$ cat src/rtl/led_pkg.sv
// Shared constants and helpers for the LED matrix PWM driver.
package led_pkg;

  localparam int unsigned DEF_ROWS = 4;
  localparam int unsigned DEF_COLS = 4;
  localparam int unsigned DEF_BITS = 4;

  // Electrical active levels of the matrix pins.
  localparam logic ANODE_ON   = 1'b0;
  localparam logic CATHODE_ON = 1'b1;

  // Bits needed to index n items; never narrower than one bit.
  function automatic int unsigned LED_IDX_W(input int unsigned n);
    return (n <= 32'd1) ? 32'd1 : 32'($clog2(n));
  endfunction

endpackage

$ cat src/rtl/led_scan_timer.sv
// Scan timing: prescaler, PWM slot, row and frame-end generation.
module led_scan_timer
  import led_pkg::*;
#(
  parameter int unsigned ROWS     = DEF_ROWS,
  parameter int unsigned NSLOT    = 17,
  parameter int unsigned SCAN_DIV = 32,
  localparam int unsigned PW = LED_IDX_W(SCAN_DIV),
  localparam int unsigned SW = LED_IDX_W(NSLOT),
  localparam int unsigned RW = LED_IDX_W(ROWS)
) (
  input  logic          clk,
  input  logic          rst,
  output logic          o_tick_c,
  output logic [SW-1:0] o_slot,
  output logic [RW-1:0] o_row,
  output logic          o_frame_end_c
);

  logic [PW-1:0] r_presc;
  logic [SW-1:0] r_slot;
  logic [RW-1:0] r_row;
  logic          w_tick;
  logic          w_slot_last;
  logic          w_row_last;

  assign w_tick      = (r_presc == PW'(SCAN_DIV - 32'd1));
  assign w_slot_last = (r_slot == SW'(NSLOT - 32'd1));
  assign w_row_last  = (r_row == RW'(ROWS - 32'd1));

  assign o_tick_c      = w_tick;
  assign o_slot        = r_slot;
  assign o_row         = r_row;
  assign o_frame_end_c = w_tick & w_slot_last & w_row_last;

  // Prescaler wraps every SCAN_DIV clocks; slot and row advance on its tick.
  always_ff @(posedge clk) begin
    if (rst) begin
      r_presc <= '0;
      r_slot  <= '0;
      r_row   <= '0;
    end else begin
      r_presc <= w_tick ? '0 : r_presc + PW'(1);
      if (w_tick) begin
        r_slot <= w_slot_last ? '0 : r_slot + SW'(1);
        if (w_slot_last) begin
          r_row <= w_row_last ? '0 : r_row + RW'(1);
        end
      end
    end
  end

endmodule

$ cat src/rtl/led_matrix_pwm.sv
// Row-scanned LED matrix driver with per-LED PWM and a double-buffered frame store.
module led_matrix_pwm
  import led_pkg::*;
#(
  parameter int unsigned ROWS     = DEF_ROWS,
  parameter int unsigned COLS     = DEF_COLS,
  parameter int unsigned BITS     = DEF_BITS,
  parameter int unsigned SCAN_DIV = 32,
  parameter int unsigned BLANK    = 2,
  localparam int unsigned AW = LED_IDX_W(ROWS * COLS)
) (
  input  logic            clk,
  input  logic            rst,
  input  logic            wr_en,
  input  logic [AW-1:0]   wr_addr,
  input  logic [BITS-1:0] wr_data,
  input  logic            swap_req,
  output logic            swap_ack,
  output logic            frame_sync,
  output logic [COLS-1:0] aled,
  output logic [ROWS-1:0] kled_tri
);

  localparam int unsigned NLED  = ROWS * COLS;
  localparam int unsigned NSLOT = BLANK + (32'd1 << BITS) - 32'd1;
  localparam int unsigned SW    = LED_IDX_W(NSLOT);
  localparam int unsigned RW    = LED_IDX_W(ROWS);

  logic [BITS-1:0] r_buf0 [NLED];
  logic [BITS-1:0] r_buf1 [NLED];
  logic            r_front_sel;
  logic            r_pend;
  logic [COLS-1:0] r_aled;
  logic [ROWS-1:0] r_kled;
  logic            r_swap_ack;
  logic            r_frame_sync;

  logic            w_tick;
  logic            w_frame_end;
  logic [SW-1:0]   w_slot;
  logic [RW-1:0]   w_row;
  logic            w_blank;
  logic [BITS-1:0] w_pwm;
  logic            w_wr_ok;
  logic            w_pend_any;
  logic            w_swap;
  logic [AW-1:0]   w_idx;
  logic [BITS-1:0] w_lvl;
  logic [COLS-1:0] w_aled_nx;
  logic [ROWS-1:0] w_kled_nx;

  led_scan_timer #(
    .ROWS     (ROWS),
    .NSLOT    (NSLOT),
    .SCAN_DIV (SCAN_DIV)
  ) u_timer (
    .clk           (clk),
    .rst           (rst),
    .o_tick_c      (w_tick),
    .o_slot        (w_slot),
    .o_row         (w_row),
    .o_frame_end_c (w_frame_end)
  );

  // Leading slots of each row are dark to hide the row change.
  if (BLANK == 0) begin : g_no_blank
    assign w_blank = 1'b0;
  end else begin : g_blank
    assign w_blank = (32'(w_slot) < BLANK);
  end

  assign w_pwm      = BITS'(32'(w_slot) - BLANK);
  assign w_wr_ok    = wr_en & (32'(wr_addr) < NLED);
  assign w_pend_any = r_pend | swap_req;
  assign w_swap     = w_tick & w_frame_end & w_pend_any;

  // Writers only ever touch the hidden buffer; swap-cycle writes use the pre-swap selection.
  always_ff @(posedge clk) begin
    if (rst) begin
      for (int unsigned i = 0; i < NLED; i++) begin
        r_buf0[i] <= '0;
        r_buf1[i] <= '0;
      end
    end else if (w_wr_ok) begin
      if (r_front_sel) begin
        r_buf0[wr_addr] <= wr_data;
      end else begin
        r_buf1[wr_addr] <= wr_data;
      end
    end
  end

  // Sticky swap request, served by toggling the front select at a frame end.
  always_ff @(posedge clk) begin
    if (rst) begin
      r_pend      <= 1'b0;
      r_front_sel <= 1'b0;
    end else if (w_swap) begin
      r_pend      <= 1'b0;
      r_front_sel <= ~r_front_sel;
    end else begin
      r_pend <= w_pend_any;
    end
  end

  // Pin levels for the current row/slot, taken from the front buffer.
  always_comb begin
    w_aled_nx = {COLS{~ANODE_ON}};
    w_kled_nx = {ROWS{~CATHODE_ON}};
    w_idx     = '0;
    w_lvl     = '0;
    if (!w_blank) begin
      w_kled_nx = {ROWS{~CATHODE_ON}} ^ (ROWS'(1) << w_row);
      for (int unsigned c = 0; c < COLS; c++) begin
        w_idx = AW'(32'(w_row) * COLS + c);
        w_lvl = r_front_sel ? r_buf1[w_idx] : r_buf0[w_idx];
        if (w_lvl > w_pwm) begin
          w_aled_nx[c] = ANODE_ON;
        end
      end
    end
  end

  // Output registers trail the scan counters by one clock.
  always_ff @(posedge clk) begin
    if (rst) begin
      r_aled       <= {COLS{~ANODE_ON}};
      r_kled       <= {ROWS{~CATHODE_ON}};
      r_swap_ack   <= 1'b0;
      r_frame_sync <= 1'b0;
    end else begin
      r_aled       <= w_aled_nx;
      r_kled       <= w_kled_nx;
      r_swap_ack   <= w_swap;
      r_frame_sync <= w_tick & w_frame_end;
    end
  end

  assign aled       = r_aled;
  assign kled_tri   = r_kled;
  assign swap_ack   = r_swap_ack;
  assign frame_sync = r_frame_sync;

endmodule

$ cat config.mk
export PLATFORM = sky130hd
export DESIGN_NAME = led_matrix_pwm
export DESIGN_NICKNAME = d
export VERILOG_FILES = /design/src/rtl/led_pkg.sv /design/src/rtl/led_scan_timer.sv /design/src/rtl/led_matrix_pwm.sv
export SDC_FILE = /design/constraint.sdc
export NUM_CORES = 1
export LEC_CHECK = 0
export ABC_AREA = 1
export CAP_MARGIN = 20
export CORE_MARGIN = 4
export CORE_UTILIZATION = 26
export DETAILED_ROUTE_END_ITERATION = 12
export PLACE_DENSITY = 0.38
export SLEW_MARGIN = 40
export SYNTH_ARGS = -nofsm -noshare
export SYNTH_HDL_FRONTEND = slang
export SYNTH_SLANG_ARGS = --single-unit
$ cat constraint.sdc
create_clock -name clk -period 3.3 [get_ports clk]
set_input_delay 0.66 -clock clk [delete_from_list [all_inputs] [get_ports clk]]
set_output_delay 0.66 -clock clk [all_outputs]
set_load 0.1 [all_outputs]
* After elaboration in Yosys (flattened, before gate mapping)
Memory sizes are Yosys's and may differ from the RTL's. A register that Yosys moved wholly into a read port is not among the register bits. Cells that the tools add are included.
Word-level totals: memories kept 2, bits in registers 24, RAM bits 128, logic and storage cells 69, input port bits 12
Cells by class: bitwise operators 6, reduce and logical (&&, ||, !) cells 6, add/subtract/negate cells 7, shifts and indexed selects 1, multiplexer cells 30, $lt $le $gt $ge 5, equality and inequality tests 3
Memories:
- r_buf0 | depth 16, width 4, rd ports 4, clocked after memory_dff 1, write ports 16, line led_matrix_pwm.sv:29 | logic [BITS-1:0] r_buf0 [NLED];
- r_buf1 | depth 16, width 4, rd ports 4, clocked after memory_dff 1, write ports 16, line led_matrix_pwm.sv:30 | logic [BITS-1:0] r_buf1 [NLED];
Operators by type and width (count):
- 4-bit two-way mux | 12
- 4-bit > comparator | 4
- 1-bit two-way mux | 16
- 5-bit by 1-bit adder with 5-bit output (second input constant) | 2
- 5-bit equality test (second input constant) | 2
- 4-bit by 2-bit adder with 4-bit output (second input constant) | 2
- 4-bit OR reduction | 2
- 2-bit OR reduction | 3
- 5-bit by 2-bit < comparator with 1-bit output (second input constant) | 1
- 5-bit two-way mux | 1
- 4-bit by 1-bit adder with 4-bit output (second input constant) | 1
- 1-bit AND | 4
- 1-bit by 2-bit << shifter with 4-bit output (first input constant) | 1
- 4-bit by 2-bit subtractor with 4-bit output (second input constant) | 1
- 2-bit by 1-bit adder with 2-bit output (second input constant) | 1
- 2-bit equality test (second input constant) | 1
- 2-bit two-way mux | 1
- 2-bit AND reduction | 1
- 1-bit NOT | 1
- 1-bit OR | 1

* Longest topological paths before layout
depth in word-level cells 6, mapped depth 12

* Modules after synthesis
From an unflattened synthesis, not the netlist that was laid out.
Second synthesis, totals: cell total of the unflattened synthesis 955, area, all modules 7861.3 sq um
Modules (own cells, without submodules):
- led_matrix_pwm | area each 7282.0 sq um, instances 1, cells each 877
- led_scan_timer | area each 579.3 sq um, instances 1, cells each 78

* Worst setup path after synthesis
No wires, ideal clock.
kind register to register, from reg u_timer.r_row[1], in the netlist u_timer.o_row[1], to reg r_aled[2], in the netlist aled[2], data arrival time 1.622 ns, required time 3.175 ns, period minus slack after synthesis 1.747 ns, stages on the path, launching flop included 12, path buffers 2, slack 1.553 ns, cell sequence dfxtp_1 > clkbuf_1 > clkbuf_1 > nor2_1 > o21ai_0 > o21ai_1 > nand2_1 > nand2_1 > ha_1 > nand2_1 > o21ai_0 > nand3_1
Between the ends: longest elaborated chain between the ends 5, elaborated cells on any way between the ends 6, classes of those cells add/sub (1); order compare (1); mux (2); memory (2)
RTL lines:
- start: declaration | line led_scan_timer.sv:22 | logic [RW-1:0] r_row;
- start signal: assignment | line led_scan_timer.sv:47 | r_row <= w_row_last ? '0 : r_row + RW'(1);
- 4-bit by 2-bit adder with 4-bit output * | line led_matrix_pwm.sv:115 | w_idx = AW'(32'(w_row) * COLS + c);
- memory read 16 x 4 bit (on tied branches)
- 4-bit two-way mux * | line led_matrix_pwm.sv:116 | w_lvl = r_front_sel ? r_buf1[w_idx] : r_buf0[w_idx];
- 4-bit > comparator * | line led_matrix_pwm.sv:117 | if (w_lvl > w_pwm) begin
- 1-bit two-way mux * | line led_matrix_pwm.sv:117
- end signal: assignment | line led_matrix_pwm.sv:127 | r_aled <= {COLS{~ANODE_ON}};
- end signal: assignment | line led_matrix_pwm.sv:132 | r_aled <= w_aled_nx;
- end: declaration | line led_matrix_pwm.sv:33 | logic [COLS-1:0] r_aled;
Every way passes the cells marked *; elsewhere a longest branch is shown, timed or not. A chain may end at the register's enable or synchronous reset.

==> reports/qor.log <==
INFO  outcome        status=complete, no violations
INFO  drt            wl_per_cell=16.7um
INFO  power_and_ir_drop ir_worst_vdd=0.310mV
INFO  power_and_ir_drop power.density_cell_area=524nW/um2
INFO  sta            max_freq=414MHz
INFO  critical_path  crit-reg2reg-capture=aled[1]$_SDFF_PP1_
INFO  logic_synthesis synth_fp_nets=815
INFO  drt            routed_wirelength=19800um
INFO  critical_path  critPathCaptureType=flop
INFO  clock_network  tritoncts.num_buffers=17
INFO  global_route   grt_pass1_wl=31000um
INFO  critical_path  rr_startpoint=u_timer.o_row[0]$_SDFFE_PP0N_
INFO  critical_path  cpPeakStageDelay=670ps
INFO  critical_path  rr_worst_depth=11
INFO  power_and_ir_drop power.leakage=3.48nW
INFO  critical_path  cp_cell_sequence=clkdlybuf4s50_1 > nor3_4 > buf_4 > nand2_4 > nand2_1
INFO  place          dp_worst_setup_slack=427ps
INFO  sta            worst_pin_slew=690ps
INFO  global_route   largest_net_degree_at_the_start_of_global_routing=53
INFO  finish         syn_to_final_growth=17.1%
INFO  drt            drc=0
INFO  drt            antenna_left=0
INFO  sta            slew-limit-headroom=0.538
INFO  die            die_x=176um
INFO  clock_network  cts_hold_repair.buffers=0
INFO  clock_network  post_cts_resize_count=0
INFO  finish         finalNetCount=829
INFO  clock_network  postCtsSetupRepairBufs=0
INFO  global_route   antenna_found_initial=0
INFO  clock_network  worstSkewPairLatency=420ps
INFO  logic_synthesis syn-instance-count=780
INFO  clock_network  max-clock-path-buffers=2
INFO  drt            dr_total_vias=5252
INFO  global_route   overflow=0
INFO  sta            final-max-slew-violation-count=0
INFO  die            total_die_area=30800um2
INFO  logic_synthesis synth.ff_latch_count=154
INFO  sta            setup_viol=0
INFO  sta            finalWorstSetupSlack=885ps
INFO  logic_synthesis yosys_warnings=0
INFO  place          globalplace.congestion=0.718
INFO  finish         final_layout_size_suffix_gt1_frac=0.100
INFO  critical_path  arrival=2530ps
INFO  logic_synthesis synth-seq-area-share=0.598
INFO  clock_network  clock-root-buffer=sky130_fd_sc_hd__clkbuf_16
INFO  critical_path  slowest_stage=sky130_fd_sc_hd__nor3_4
INFO  flow_run       max_cap_viol_count=0
INFO  clock_network  clk_pin_slew_worst_paths=60ps
INFO  critical_path  cp_class=input port to flop
INFO  sta            clock_skew=9.59ps
INFO  logic_synthesis synth.area.top_cells=sky130_fd_sc_hd__edfxtp_1, sky130_fd_sc_hd__nor2_1, sky130_fd_sc_hd__dfxtp_1, sky130_fd_sc_hd__o21ai_0, sky130_fd_sc_hd__nand2_1
INFO  logic_synthesis mappedNetlistArea=7300um2
INFO  clock_network  cts_tree=yes
INFO  drt            drt-initial-drc-count=398
INFO  die            starting_density_of_the_core=0.263
INFO  place          portBuffers=21
INFO  drt            firstDrtPassIters=5
INFO  global_route   grt.total_usage=0.133
INFO  die            placementRows=61
INFO  finish         n_antenna_cell=0
INFO  die            die_height=176um
INFO  critical_path  worst_ep_required_time=3420ps
INFO  sta            min_period=2420ps
INFO  sta            finalCritPeriodShare=0.732
INFO  hold_path      min_from=u_timer.r_presc[0]$_SDFF_PP0_
INFO  place          dp_hpwl=12800um
INFO  logic_synthesis synth_top_cell_by_area=sky130_fd_sc_hd__edfxtp_1
INFO  sta            finalHoldViolCount=0
INFO  die            core=27800um2
INFO  hold_path      hold_class=flop to flop
INFO  logic_synthesis ys_types=28
INFO  clock_network  cts.sink_count=154
INFO  critical_path  worstPathMaxFanout=9
INFO  logic_synthesis synth_enable_flop_cells=128
INFO  drt            vias_per_cell=4.43
INFO  logic_synthesis synthDominantCellAreaShare=0.526
INFO  logic_synthesis ys_async_sr_fraction=0
INFO  sta            final.setup.tns=0ps
INFO  critical_path  crit_path_end=r_buf0[1][3]$_SDFFCE_PN0P_
INFO  logic_synthesis ys_dominant_reg_cell=sky130_fd_sc_hd__edfxtp_1
INFO  critical_path  start_kind=input port
INFO  sta            rsz0062_at_grt=false
INFO  critical_path  worst-r2r-setup-slack=1060ps
INFO  global_route   via_count_of_the_first_global_routing_pass=5299
INFO  logic_synthesis synth.avg_cell_area=9.36um2
INFO  die            pin_count=22
INFO  clock_network  htree_num_levels=4
INFO  critical_path  critPathLaunch=rst
placed cells by master (no fill, tap or decap), types with 2 or more instances in the layout:
cell,instances
sky130_fd_sc_hd__a21oi_1,13
sky130_fd_sc_hd__buf_12,3
sky130_fd_sc_hd__buf_4,23
sky130_fd_sc_hd__bufinv_16,4
sky130_fd_sc_hd__clkbuf_16,17
sky130_fd_sc_hd__clkdlybuf4s50_1,11
sky130_fd_sc_hd__clkinv_2,4
sky130_fd_sc_hd__clkinv_4,2
sky130_fd_sc_hd__clkinvlp_4,3
sky130_fd_sc_hd__dfxtp_1,25
sky130_fd_sc_hd__edfxtp_1,128
sky130_fd_sc_hd__ha_1,23
sky130_fd_sc_hd__inv_1,32
sky130_fd_sc_hd__inv_6,2
sky130_fd_sc_hd__nand2_1,112
sky130_fd_sc_hd__nand2_4,10
sky130_fd_sc_hd__nand3_1,14
sky130_fd_sc_hd__nand4_1,5
sky130_fd_sc_hd__nor2_1,249
sky130_fd_sc_hd__nor2_2,8
sky130_fd_sc_hd__nor3_1,6
sky130_fd_sc_hd__nor3_4,2
sky130_fd_sc_hd__nor3b_1,2
sky130_fd_sc_hd__o211ai_1,8
sky130_fd_sc_hd__o21ai_0,91
sky130_fd_sc_hd__o21ai_1,3
layout make-up:
cell class	count	area [um2]
multi-input combinational	551	2620
sequential	154	4370
clock buffer	17	425
inverter	33	126
tap	378	473
fill	2957	19200
timing repair buffer	37	343
clock inverter	15	198
through the flow:
stage / power (mW) / area [um2] / hold WS (ps) / cells / util
floorplan: 2.33 / 7300 / 418 / 780 / -
global placement: 2.43 / 7930 / 439 / 1153 / 0.285
finish: 4.48 / 8550 / 447 / 1185 / 0.308
global route: 4.64 / 8550 / 492 / 1185 / 0.308
CTS: 4.52 / 8550 / 450 / 1185 / 0.308
detailed placement: 2.43 / 7930 / 435 / 1153 / 0.285
routing by layer:
| layer | share of wire | up-vias | global-route usage |
|---|---|---|---|
| met1 | 0.50 | 2526 | 0.187 |
| met5 | 0 | - | 0 |
| met3 | 0.032 | 12 | 0.0267 |
| met2 | 0.46 | 81 | 0.210 |
| met4 | 0.0080 | 0 | 0.0335 |
| li1 | - | 2633 | - |
flip-flops by register name (all words and copies together), names as in the netlist, named ones only:
| signal | count |
|---|---|
| kled_tri | 4 |
| r_buf1 | 64 |
| r_buf0 | 64 |
| u_timer.r_presc | 5 |
| r_front_sel | 1 |
| swap_ack | 1 |
| frame_sync | 1 |
| aled | 4 |
| u_timer.o_slot | 5 |
| r_pend | 1 |
| u_timer.o_row | 2 |
cells in the mapped netlist (6+ instances only):
cell type	instances
sky130_fd_sc_hd__nor2_1	249
sky130_fd_sc_hd__edfxtp_1	128
sky130_fd_sc_hd__nand2_1	112
sky130_fd_sc_hd__o21ai_0	91
sky130_fd_sc_hd__inv_1	32
sky130_fd_sc_hd__clkbuf_1	29
sky130_fd_sc_hd__dfxtp_1	26
sky130_fd_sc_hd__ha_1	23
sky130_fd_sc_hd__nand3_1	14
sky130_fd_sc_hd__a21oi_1	13
sky130_fd_sc_hd__buf_2	10
sky130_fd_sc_hd__nand2_4	10
sky130_fd_sc_hd__nor2_2	8
sky130_fd_sc_hd__o211ai_1	8
sky130_fd_sc_hd__nor3_1	6
worst min path at each step:
| stage | end | slack [ps] | cells past startpoint |
|---|---|---|---|
| finish | u_timer.r_presc[0]$_SDFF_PP0_ | 450 | 1 |
| global route | u_timer.r_presc[0]$_SDFF_PP0_ | 490 | 1 |
| CTS | u_timer.r_presc[0]$_SDFF_PP0_ | 450 | 1 |
| detailed placement | u_timer.r_presc[0]$_SDFF_PP0_ | 440 | 1 |
| global placement | u_timer.r_presc[0]$_SDFF_PP0_ | 440 | 1 |
| floorplan | u_timer.r_presc[0]$_SDFF_PP0_ | 420 | 1 |
logic make-up (layout without fill, tap and decap cells):
logic type,count (synthesis),in the layout,share of synthesized area
xor+xnor,2,2,0.00240
flops,154,154,0.598
simple gates,410,410,0.234
fa+ha+maj,23,23,0.0394
compound gates,116,116,0.0826
buf+inv,75,102,0.0439
critical path: cells and delay by family:
| kind | cells | cell delay (ps) |
|---|---|---|
| buffers and inverters | 2 | 910 |
| and+or+nand+nor | 3 | 950 |
power breakdown:
part / total, mW / switching, mW / leakage (nW) / internal [mW]
registers: 2.19 / 0.0200 / 1.51 / 2.17
logic: 0.193 / 0.143 / 1.68 / 0.0499
clock network: 2.10 / 0.832 / 0.299 / 1.27
total: 4.48 / 0.995 / 3.48 / 3.49
Note: power is estimated with default switching activity, not from simulation.
